## config.mk

```make
export PLATFORM = sky130hd
export DESIGN_NAME = shift_out_tx_flat
export DESIGN_NICKNAME = d
export VERILOG_FILES = /design/src/rtl/shift_out_tx_if.sv /design/src/rtl/shift_out_tx.sv /design/src/flat_wrapper.sv
export SDC_FILE = /design/constraint.sdc
export NUM_CORES = 1
export LEC_CHECK = 0
export CAP_MARGIN = 25
export CORE_ASPECT_RATIO = 0.8
export CORE_MARGIN = 2
export CORE_UTILIZATION = 39
export CTS_CLUSTER_SIZE = 40
export DETAILED_ROUTE_END_ITERATION = 10
export HOLD_SLACK_MARGIN = 0.12
export PLACE_DENSITY = 0.67
export SLEW_MARGIN = 20
export SYNTH_ARGS = -nofsm -noshare
export SYNTH_HDL_FRONTEND = slang
export SYNTH_SLANG_ARGS = --single-unit
```

## constraint.sdc

```tcl
create_clock -name clock -period 2 [get_ports clock]
set_input_delay 0.3 -clock clock [delete_from_list [all_inputs] [get_ports clock]]
set_output_delay 0.3 -clock clock [all_outputs]
set_load 0.05 [all_outputs]
```

## src/rtl/shift_out_tx_if.sv

```systemverilog
// Handshake and serial-output bundle for shift_out_tx; master drives the
// request side, slave is the transmitter.
interface shift_out_tx_if #(
   parameter int WIDTH = 8
);
   logic             start;
   logic [WIDTH-1:0] data_in;
   logic             serial_out;
   logic             serial_out_n;
   logic             busy;
   logic             done;

   modport master (
      output start,
      output data_in,
      input  serial_out,
      input  serial_out_n,
      input  busy,
      input  done
   );

   modport slave (
      input  start,
      input  data_in,
      output serial_out,
      output serial_out_n,
      output busy,
      output done
   );
endinterface

```

## src/rtl/shift_out_tx.sv

```systemverilog
// Parallel-to-serial transmitter: captures a WIDTH-bit word on start and
// shifts it out MSB first, holding each bit for DIV clock cycles.
module shift_out_tx #(
   parameter int WIDTH = 8,
   parameter int DIV   = 4
) (
   input  logic          clock,
   input  logic          reset,
   shift_out_tx_if.slave bus
);
   localparam int DIV_W = (DIV > 1) ? $clog2(DIV) : 1;
   localparam int BIT_W = $clog2(WIDTH);
   localparam logic [DIV_W-1:0] DIV_LAST = DIV_W'(DIV - 1);
   localparam logic [BIT_W-1:0] BIT_LAST = BIT_W'(WIDTH - 1);

   typedef enum logic [1:0] {S_IDLE, S_SHIFT, S_DONE} state_t;

   state_t           r_state,  w_state_nxt;
   logic [WIDTH-1:0] r_shreg,  w_shreg_nxt;
   logic [BIT_W-1:0] r_bitcnt, w_bitcnt_nxt;
   logic [DIV_W-1:0] r_divcnt, w_divcnt_nxt;
   logic             r_busy,   w_busy_nxt;
   logic             r_done,   w_done_nxt;

   always_ff @(posedge clock) begin
      if (reset) begin
         r_state  <= S_IDLE;
         r_shreg  <= '0;
         r_bitcnt <= '0;
         r_divcnt <= '0;
         r_busy   <= 1'b0;
         r_done   <= 1'b0;
      end else begin
         r_state  <= w_state_nxt;
         r_shreg  <= w_shreg_nxt;
         r_bitcnt <= w_bitcnt_nxt;
         r_divcnt <= w_divcnt_nxt;
         r_busy   <= w_busy_nxt;
         r_done   <= w_done_nxt;
      end
   end

   // The shift register MSB is the serial line itself, so it is cleared
   // whenever the line must idle low.
   always_comb begin
      w_state_nxt  = r_state;
      w_shreg_nxt  = r_shreg;
      w_bitcnt_nxt = r_bitcnt;
      w_divcnt_nxt = r_divcnt;
      w_busy_nxt   = r_busy;
      w_done_nxt   = 1'b0;
      case (r_state)
         S_IDLE: begin
            w_busy_nxt = 1'b0;
            if (bus.start) begin
               w_shreg_nxt  = bus.data_in;
               w_bitcnt_nxt = '0;
               w_divcnt_nxt = '0;
               w_busy_nxt   = 1'b1;
               w_state_nxt  = S_SHIFT;
            end
         end
         S_SHIFT: begin
            if (r_divcnt == DIV_LAST) begin
               w_divcnt_nxt = '0;
               if (r_bitcnt == BIT_LAST) begin
                  w_shreg_nxt = '0;
                  w_busy_nxt  = 1'b0;
                  w_done_nxt  = 1'b1;
                  w_state_nxt = S_DONE;
               end else begin
                  w_shreg_nxt  = {r_shreg[WIDTH-2:0], 1'b0};
                  w_bitcnt_nxt = r_bitcnt + BIT_W'(1);
               end
            end else begin
               w_divcnt_nxt = r_divcnt + DIV_W'(1);
            end
         end
         S_DONE: begin
            w_busy_nxt  = 1'b0;
            w_state_nxt = S_IDLE;
         end
         default: begin
            w_shreg_nxt = '0;
            w_busy_nxt  = 1'b0;
            w_state_nxt = S_IDLE;
         end
      endcase
   end

   assign bus.serial_out   = r_shreg[WIDTH-1];
   assign bus.serial_out_n = ~r_shreg[WIDTH-1];
   assign bus.busy         = r_busy;
   assign bus.done         = r_done;
endmodule

```

## src/flat_wrapper.sv

```systemverilog
// flat-port wrapper written by rule: the top's interface ports become plain ports
module shift_out_tx_flat 
#(
   parameter int WIDTH = 8,
   parameter int DIV   = 4
)
  (clock, reset, bus_start, bus_data_in, bus_serial_out, bus_serial_out_n, bus_busy, bus_done);
  shift_out_tx_if #(.WIDTH(WIDTH)) bus_i ();
  input  logic clock;
  input  logic reset;
  input wire logic [$bits(bus_i.start)-1:0] bus_start;
  input wire logic [$bits(bus_i.data_in)-1:0] bus_data_in;
  output wire logic [$bits(bus_i.serial_out)-1:0] bus_serial_out;
  output wire logic [$bits(bus_i.serial_out_n)-1:0] bus_serial_out_n;
  output wire logic [$bits(bus_i.busy)-1:0] bus_busy;
  output wire logic [$bits(bus_i.done)-1:0] bus_done;
  assign bus_i.start = bus_start;
  assign bus_i.data_in = bus_data_in;
  assign bus_serial_out = bus_i.serial_out;
  assign bus_serial_out_n = bus_i.serial_out_n;
  assign bus_busy = bus_i.busy;
  assign bus_done = bus_i.done;
  shift_out_tx #(.WIDTH(WIDTH), .DIV(DIV)) u_core (.clock(clock), .reset(reset), .bus(bus_i));
endmodule
```

=== Word level (Yosys, flattened, before mapping) ===
Index checks and enable logic that the tools add are counted.

* Bits in registers: 17
* Input port bits: 11
* Output and inout bits: 4

* Add/sub/neg operators: 2
* Equality and inequality tests: 8
* Mux-type cells: 20
* Bitwise logic cells: 4
* Reductions and logical operators: 8

{| class="wikitable"
|+ Operator list
! operator !! count
|-
| 2-to-1 mux 8 bit || 3
|-
| case mux 8 bit (3 select lines) || 1
|-
| 2-to-1 mux 2 bit || 5
|-
| 2-to-1 mux 3 bit || 3
|-
| case mux 2 bit (2 select lines) || 2
|-
| case mux 3 bit (2 select lines) || 1
|-
| AND reduction 3 bit || 2
|-
| == test 2 bit (second input constant) || 2
|-
| 2-to-1 mux 1 bit || 4
|-
| inequality test 2 x 1 -> 1 bit (second input constant) || 2
|-
| inequality test 2 bit (second input constant) || 2
|-
| inverter 1 bit || 4
|-
| AND reduction 2 bit || 2
|-
| AND reduction 4 bit || 1
|-
| adder 3 x 1 -> 3 bit (second input constant) || 1
|-
| == test 3 bit (second input constant) || 1
|-
| OR reduction 3 bit || 1
|-
| adder 2 x 1 -> 2 bit (second input constant) || 1
|-
| == test 2 x 1 -> 1 bit (second input constant) || 1
|-
| zero test 2 bit || 1
|-
| case mux 1 bit (2 select lines) || 1
|-
| nonzero test 2 bit || 1
|}

=== Longest topological paths before layout ===
Gate-level depths: netlist of run 1.

* Word-level depth: 4
* Gate-level depth with buffers: 6
* Gate-level depth less buffers: 5

=== Worst setup path before layout of run 1 ===
No wires, ideal clock.

* Path type: register to register
* Start: reg u_core.r_bitcnt[0]
* End: reg u_core.r_bitcnt[0]
* Library setup time: 0.059 ns
* Data arrival time: 1.390 ns
* Data required time: 1.941 ns
* Path slack: 0.551 ns
* Cell stages (with the launch flop): 6
* Buffers on the path: 1
* Period minus slack after synthesis: 1.449 ns
* Cell sequence: dfxtp_1 -> ha_1 -> ha_1 -> clkbuf_1 -> nor4_1 -> a22o_1

* Cells in the longest elaborated chain, start to end: 4
* Elaborated cells on any way between the ends: 7
* Those cells by class: 1 x add/sub; 2 x eq/ne; 3 x mux; 1 x reduce/logical

{| class="wikitable"
|+ Ends and longest elaborated chain
! element !! line !! text
|-
| start: declaration || shift_out_tx.sv:20 || <nowiki>logic [BIT_W-1:0] r_bitcnt, w_bitcnt_nxt;</nowiki>
|-
| start signal: assignment || shift_out_tx.sv:36 || <nowiki>r_bitcnt <= w_bitcnt_nxt;</nowiki>
|-
| adder 3 x 1 -> 3 bit || shift_out_tx.sv:73 || <nowiki>w_bitcnt_nxt = r_bitcnt + BIT_W'(1);</nowiki>
|-
| 2-to-1 mux 3 bit || shift_out_tx.sv:66 || <nowiki>if (r_bitcnt == BIT_LAST) begin</nowiki>
|-
| 2-to-1 mux 3 bit || shift_out_tx.sv:64 || <nowiki>if (r_divcnt == DIV_LAST) begin</nowiki>
|-
| case mux 3 bit (2 select lines) || shift_out_tx.sv:52 || <nowiki>case (r_state)</nowiki>
|}

Several ways; a longest one is shown, not always the timed one. The select of a mux whose other input is x is not followed.
A chain may end at the register's enable or synchronous reset.

=== Worst setup path after layout of run 1 ===
* Start: reg u_core.r_shreg[7]
* End: out bus_serial_out

{| class="wikitable"
|+ RTL lines
! element !! line !! text
|-
| start: declaration || shift_out_tx.sv:19 || <nowiki>logic [WIDTH-1:0] r_shreg, w_shreg_nxt;</nowiki>
|-
| start signal: assignment || shift_out_tx.sv:35 || <nowiki>r_shreg <= w_shreg_nxt;</nowiki>
|-
| end: declaration || flat_wrapper.sv:13 || <nowiki>output wire logic [$bits(bus_i.serial_out)-1:0] bus_serial_out;</nowiki>
|}

No word-level cell between the ends.

==> results by stage, run 1 <==
Detailed routing:
- Wires add up to 1.668 mm.
- The number of nets with antenna violations after routing is 0.
- The wire length per cell after detailed routing is 12.54 um.
- The vias after detailed routing is 711.
- The detailed router finished its first iteration with 11 violations.
- The per-cell via count in the routed design is 5.346.
- The first-pass detailed-route iteration total is 4.
- The post-route DRC violation count is 0.

Place:
- Detailed placement finished with a half-perimeter wire length of 1.183 mm.
- Port buffering added 14 buffers.
- At the end of routability-driven placement, the weighted congestion stood at 0.7466.

Cells and area:
- The library cell used most frequently in the layout, excluding fill and tap cells, is nand2_1.
- The net count of the finished layout is 125.
- The area growth from synthesis to final layout is 21.72%.
- The total inserted antenna cells is 0.
- In the layout the commonest cells are 18 x nand2_1, 17 x dfxtp_1, 14 x clkdlybuf4s50_1, 8 x a22o_1, 7 x o22ai_1.
- The share of cells above drive strength 1 is 9.174%.

Worst setup path:
- The worst setup path startpoint is u_core.r_shreg[7].
- The signal on the critical path passes through clkdlybuf4s50_1.
- STA classifies the critical path endpoint as an output port.
- Together, buffers and inverters on the worst path number 1.
- On the worst path, the slowest cell contributes a delay of 0.82 ns.
- The critical path is of the register to output port type.
- In this run the worst path has a maximum fanout of 3.
- In this run the number of cells on the critical path is 1.
- Among cell families on the critical path, the largest total delay comes from buffers and inverters.
- The cell depth of the worst flop-to-flop path is 4.
- The signal arrival time at the worst endpoint is 1.49 ns.
- The slowest stage cell on the critical path is clkdlybuf4s50_1.
- The startpoint identified for the worst register-to-register timing path is u_core.r_bitcnt[0].
- The kind of launch point of the worst setup path is a register.
- The data required time of the worst path is 1.70 ns.

Run:
- The count of max-cap constraint violations is 0.

Global routing:
- The via count of the first global-routing pass is 578.
- Global routing finished with a remaining overflow of 0.
- The wire length of the first global-routing pass is 2.760 mm.
- Entering global routing, the biggest net connects 26 pins.
- The initial antenna violation count is 0.
- The global-route total usage across every layer is 14.45%.

Timing:
- The maximum clock frequency is 558.9 MHz.
- The max-slew headroom at the worst pin is 64.85%.
- The number of endpoints failing setup at the final stage is 0.
- The smallest clock period supported by the final layout is computed as 1.789 ns.
- Setup repair after global routing left no endpoint under its margin.
- The portion of the clock cycle consumed by the worst path in the final layout is 89.46%.
- Summed over all failing endpoints, the final setup total negative slack is 0 ns.
- The worst slack on hold paths is 0.4904 ns.
- The final-report hold violation count is 0.
- The post-route clock skew is 0.001725 ns.
- The count of final max-slew check failures came to 0.
- The slew at the pin closest to its max-slew limit is 0.5224 ns.

Min path:
- The path class of the lowest-slack min-delay path is register to register.
- The start point of the worst hold path is u_core.r_divcnt[1].
- The worst hold path was traced through 2 stages.

Clock tree:
- TritonCTS built the clock tree.
- The clock passes through at most 2 buffers.
- The tree built by TritonCTS fans out to 17 sinks.
- The clock-pin slew on the worst setup and hold paths is 0.10 ns.
- The later-pin clock latency in the skew report is 0.29 ns.
- The number of post-CTS setup repair buffers is 0.
- The buffer type at the clock tree root is clkbuf_4.
- The number of gates resized after CTS is 0.
- CTS built an H-tree with a depth of 1.
- Buffers inserted during clock tree synthesis total 3.
- Buffers inserted to repair hold after CTS numbered 0.

Floorplan:
- The die is 55.57 um wide.
- The placement row count is 14.
- The die is 45.25 um tall.
- The die outline area is 2514 sq um.
- The number of top-level pins is 15.
- In this run the standard cell core region covers 1944 sq um.
- For this configuration, the core starts out at a cell density of 42.66%.

Logic synthesis:
- In this run, synthesis produced a sequential element count of 17.
- The commonest register cell after synthesis is dfxtp_1.
- Sequential cells were found to cover 41.03% of the synthesized design area.
- Averaged over all synthesized cells, the footprint is 8.732 sq um.
- Counting distinct cell types in the post-synthesis netlist gives 24.
- After synthesis the cells add up to 829.5 sq um.
- The count of yosys warnings during synthesis is 0.
- When the netlist entered floorplanning its net count stood at 110.
- Yosys mapped a number of flops with a built-in enable equal to 0.
- The async set-reset flop share out of synthesis is 0%.
- The count of mapped cells out of synthesis is 95.

Status:
- The run finished with clean final reports.

Power:
- The power density over cell area is 659.1 nW/um^2.
- The static power due to leakage is 0.3851 nW.
- Across the VDD grid, the largest voltage drop is 425.5 uV.
-- sequential cells by signal, indices dropped and copies added, names as in the netlist --
register,cells
u_core.bus.busy,1
u_core.r_shreg,8
u_core.r_divcnt,2
u_core.bus.done,1
u_core.r_bitcnt,3
u_core.r_state,2
-- worst paths after layout --
| kind | to | slack, ns |
|---|---|---|
| max | bus_serial_out | 0.21 |
| min | u_core.r_divcnt[1] | 0.49 |
| min reg2reg | u_core.r_divcnt[1] | 0.49 |
| max reg2reg | u_core.r_bitcnt[0] | 0.40 |
-- routing by layer --
layer / wire [um] / track usage, % / vias to the layer above
li1: - / - / 367
met1: 910 / 21.18 / 320
met2: 663 / 19.05 / 24
met3: 94 / 6.590 / 0
met4: 0 / 2.927 / 0
met5: 0 / 0 / -
-- area by class of cell --
cell class              instances  area [sq um]
fillers                       199         934.6
multi-input cells              66         431.7
flip-flops and latches         17         340.3
repair buffers                 17         162.7
well taps                      24         30.03
clock buffers                   4         26.28
inverters                       5         18.77
-- report_power, final --
group / switching, W / internal (W)
combinational: 0.0000603 / 0.0000543
sequential: 0.00000921 / 0.000354
clock: 0.000110 / 0.0000776
total: 0.000180 / 0.000486
-- per-stage QoR --
stage	total power, W	setup slack [ns]	area, sq um	instances	util, %
after global routing	0.0006976	0.1644	1010	133	51.93
after CTS	0.0006714	0.1989	1010	133	51.93
final	0.0006655	0.2109	1010	133	51.93
after floorplan	0.0004440	0.5509	829.5	95	-
after global placement	0.0004832	0.3163	983.4	129	50.58
after detailed placement	0.0004844	0.2306	983.4	129	50.58
-- logic make-up after synthesis --
family / count (synthesis) / share of synthesized area, %
simple gates: 36 / 20.81
compound gates: 26 / 25.19
buf+inv: 12 / 6.939
fa+ha+maj: 4 / 6.033
flops: 17 / 41.03
-- synth_stat cells (2+ instances only) --
cell,instances,share of area [%]
nand2_1,18,8.1
clkbuf_1,2,0.91
ha_1,4,6.0
buf_2,4,2.4
a31oi_1,2,1.5
a32o_1,2,2.4
a21oi_1,2,1.2
o21ai_0,2,1.2
nor2b_1,3,2.3
nand3_1,3,1.8
dfxtp_1,17,41
inv_1,5,2.3
nor3_1,3,1.8
nor2_1,5,2.3
a22o_1,8,8.4
o22ai_1,7,5.3
-- tightest hold or removal path, delay by kind of cell, from the launching register on --
kind	cells	cell delay [ns]
compound gates	2	0.13
flops	1	0.33
(Power assumes the default switching activity.)
==> inputs of run 2 (changes only) <==
--- a/config.mk
+++ b/config.mk
@@ -9,7 +9,6 @@
 export CORE_ASPECT_RATIO = 0.8
 export CORE_MARGIN = 2
 export CORE_UTILIZATION = 39
-export CTS_CLUSTER_SIZE = 40
 export DETAILED_ROUTE_END_ITERATION = 10
 export HOLD_SLACK_MARGIN = 0.12
 export PLACE_DENSITY = 0.67
==> results of run 2 <==
Final layout, timing and power as in run 1 (identical DEF).
==> inputs of run 3 (changes only) <==
--- a/config.mk
+++ b/config.mk
@@ -10,8 +10,10 @@
 export CORE_MARGIN = 2
 export CORE_UTILIZATION = 39
 export DETAILED_ROUTE_END_ITERATION = 10
+export DONT_BUFFER_PORTS = 1
 export HOLD_SLACK_MARGIN = 0.12
-export PLACE_DENSITY = 0.67
+export PLACE_DENSITY = 0.58
+export SKIP_LAST_GASP = 1
 export SLEW_MARGIN = 20
 export SYNTH_ARGS = -nofsm -noshare
 export SYNTH_HDL_FRONTEND = slang
==> run 3 against run 2 <==
Clock power increased by 2%. Critical path type is now register to register. Power decreased by 4.0%. Critical path depth grew 3. Register-to-register slack better by 0.03 ns. Die area did not move. Core utilization decreased by 6.7 points.
==> results by stage, run 3 (same netlist as run 1, synthesis figures left out) <==
Global routing:
- The via count of the first global-routing pass was 621 (+7.4%).
- The residual overflow from global routing is 0 (unchanged).
- The met1 layer usage reported by global route is 18.95% (-2.2 points).
- The met2 routing resource usage after global routing is 21.67% (+2.6 points).
- After global routing, the most crowded layer is met2.
- The wire length of the first global-routing pass was 2.766 mm (+0.22%).
- The maximum number of pins on one net before global-route repair is 15 (-42%).
- The global-route total usage across every layer was 14.63% (+0.18 points).
- The initial antenna violation count is 0 (unchanged).
- The fraction of met3 tracks used by global routing is 6.304% (-0.29 points).

Worst setup path:
- The most numerous cell type found on the critical path is ha_1.
- The critical path goes through ha_1 -> ha_1 -> nor4_1 -> a22o_1.
- The largest fanout on the critical path is 9 (+6).
- The sort of element at the end of the critical path is a register.
- The kind of launch point of the worst setup path is a register.
- The data required time of the worst path came to 2.25 ns (+0.55 ns).
- The buffering stage count on the worst path with inverters included is 0 (-1).
- The slowest stage of the critical path is the nor4_1 cell.
- The signal arrival time at the worst endpoint is 1.81 ns (+0.32 ns).
- The kind of cell with the highest combined delay along the critical path is adder cells.
- The worst setup path is of the register to register kind.
- The stage delay of the slowest cell on the critical path is 0.47 ns (-0.35 ns).

Cells and area:
- Relative to the synthesized area, the layout overhead comes to 6.033%.
- The share of cells above drive strength 1 came to 10.42% (+1.2 points).
- The post-route cell area is 879.6 sq um (-13%).
- The most flop-heavy register is u_core.r_shreg.
- The non-filler instance count after layout is 120 (-9.8%).
- The post-layout net count is 112 (-10%).
- In the final layout, the registers with the most flip-flops are u_core.r_shreg x8, u_core.r_bitcnt x3.
- The total inserted antenna cells was 0 (unchanged).
- The library cells used most frequently in the layout, excluding fill and tap cells, are 18 x nand2_1, 17 x dfxtp_1, 8 x a22o_1, 7 x o22ai_1.
- The flip-flop count of the largest register, all copies and words added is 8 (unchanged).
- Leaving out fill and tap cells, the most frequent cell in the layout is nand2_1.

Timing:
- Setup repair after global routing left no endpoint under its margin.
- The final-report hold violation count is 0 (unchanged).
- The count of final max-slew check failures is 0 (unchanged).
- The number of endpoints failing setup at the final stage is 0 (unchanged).
- The total negative slack for setup checks came to 0 ns (unchanged).
- The slew at the pin closest to its max-slew limit is 0.5075 ns (-0.01495 ns).
- The final critical-path required period is 1.566 ns (-0.2235 ns).
- The maximum clock frequency is 638.7 MHz (+14%).
- The slack of the critical path is 0.4344 ns (+0.2235 ns).
- The portion of the clock cycle consumed by the worst path in the final layout is 78.28% (-11 points).
- The post-route clock skew came to 0.005699 ns (+0.003974 ns).
- The max-slew headroom at the worst pin is 66.12% (+1.3 points).

Detailed routing:
- The per-cell via count in the routed design came to 5.717 (+6.9%).
- The initial DRC count is 12 (+1).
- The vias after detailed routing is 686 (-3.5%).
- The number of nets with antenna violations after routing is 0 (unchanged).
- The final routed wirelength across all metal layers is 1.626 mm (-2.5%).
- The wire length per cell after detailed routing was 13.55 um (+8.0%).
- The post-route DRC violation count is 0 (unchanged).
- The first-pass detailed-route iteration total was 4 (unchanged).

Place:
- The setup slack after placement is 0.4378 ns (+0.2072 ns).
- The placer's final routability congestion estimate was 0.7295 (-2.3%).
- The cell area after placement is 843.3 sq um (-14%).
- The count of input and output buffers is 0 (-14).
- The cell count after placement came to 115 (-11%).
- The half-perimeter wire length of the detailed placement result came to 1.144 mm (-3.3%).

Clock tree:
- The number of post-CTS setup repair buffers is 0 (unchanged).
- The deepest level of the CTS H-tree is 1 (unchanged).
- The deepest clock path buffer count came to 2 (unchanged).
- The TritonCTS sink count is 17 (unchanged).
- The number of buffers inserted during clock tree synthesis is 3 (unchanged).
- The buffer type at the clock tree root is clkbuf_4.
- The clock-pin slew on the worst setup and hold paths is 0.10 ns (about the same).
- The TritonCTS clock tree is built.
- The later-pin clock latency in the skew report is 0.30 ns (about the same).

Floorplan:
- The overall die width is 55.57 um (unchanged).
- The core box area was 1944 sq um (unchanged).
- The starting density of the core is 42.66% (unchanged).
- The number of top-level pins came to 15 (unchanged).
- The placement row count came to 14 (unchanged).
- The die outline area is 2514 sq um (unchanged).
- The vertical extent of the die was 45.25 um (unchanged).

Power:
- The total power draw is 0.0006391 W (-4.0%).
- The internal power contribution is 0.0004652 W (-4.2%).
- The switching power total is 0.0001738 W (-3.3%).
- The share of total power in sequential cells is 57.7% (+3.2 points).
- The peak supply drop is 383.2 uV (-9.9%).
- The power density over cell area was 726.5 nW/um^2 (+10%).
- The clock network power share is 30.1% (+1.9 points).
- The combinational share of power is 12.3% (-4.9 points).
- The static power due to leakage is 0.3361 nW (-13%).
- The net switching share of the total power is 27.20% (+0.18 points).

Run:
- The count of max-cap constraint violations came to 0 (unchanged).

Status:
- The run finished with clean final reports.

Min path:
- The path class of the lowest-slack min-delay path is primary input to register.
==> run 3: cell count changes in the layout (fill, tap and decap cells not counted), sizes merged <==
cell           delta
clkdlybuf4s50    -14
dlygate4sd3       +1
==> run 3: routing by layer <==
layer	up-vias	part of all wire, %
li1	345	-
met1	321	51
met2	15	40
met3	5	6.8
met4	0	1.5
met5	-	0
==> run 3: power by group through the flow <==
stage          Sequential [W]  Combinational, W  Clock, W
3_3_place_gp         0.000376         0.0000754         0
2_1_floorplan        0.000377         0.0000669         0
5_1_grt              0.000371         0.0000865  0.000214
6_report             0.000368         0.0000784  0.000192
4_1_cts              0.000369         0.0000792  0.000203
3_5_place_dp         0.000376         0.0000756         0
==> run 3: what timing repair did <==
item / CTS / global route
hold endpoints to repair: 7 / 0
setup endpoints to repair: 0 / 0
resized for setup: 0 / 0
hold buffers: 1 / 0
==> run 3: area by class of cell <==
cell class / instances / area (sq um)
Clock buffer: 4 / 26.28
Fill cell: 206 / 1065
Inverter: 5 / 18.77
Multi-Input combinational cell: 66 / 431.7
Sequential cell: 17 / 340.3
Tap cell: 24 / 30.03
Timing Repair Buffer: 4 / 32.53
==> run 3: metrics by stage <==
stage	utilization, %	hold WS, ns
after floorplan	-	0.4425
after global routing	45.24	0.1553
after global placement	43.37	0.3713
after CTS	45.24	0.1459
final	45.24	0.1538
after detailed placement	43.37	0.3725
==> run 3: worst paths after layout <==
path                       from                 end  slack [ns]  cells past startpoint
max          u_core.r_bitcnt[0]  u_core.r_bitcnt[0]        0.43                      4
min              bus_data_in[0]   u_core.r_shreg[0]        0.15                      2
max reg2reg  u_core.r_bitcnt[0]  u_core.r_bitcnt[0]        0.43                      4
min reg2reg   u_core.r_shreg[4]   u_core.r_shreg[4]        0.48                      1
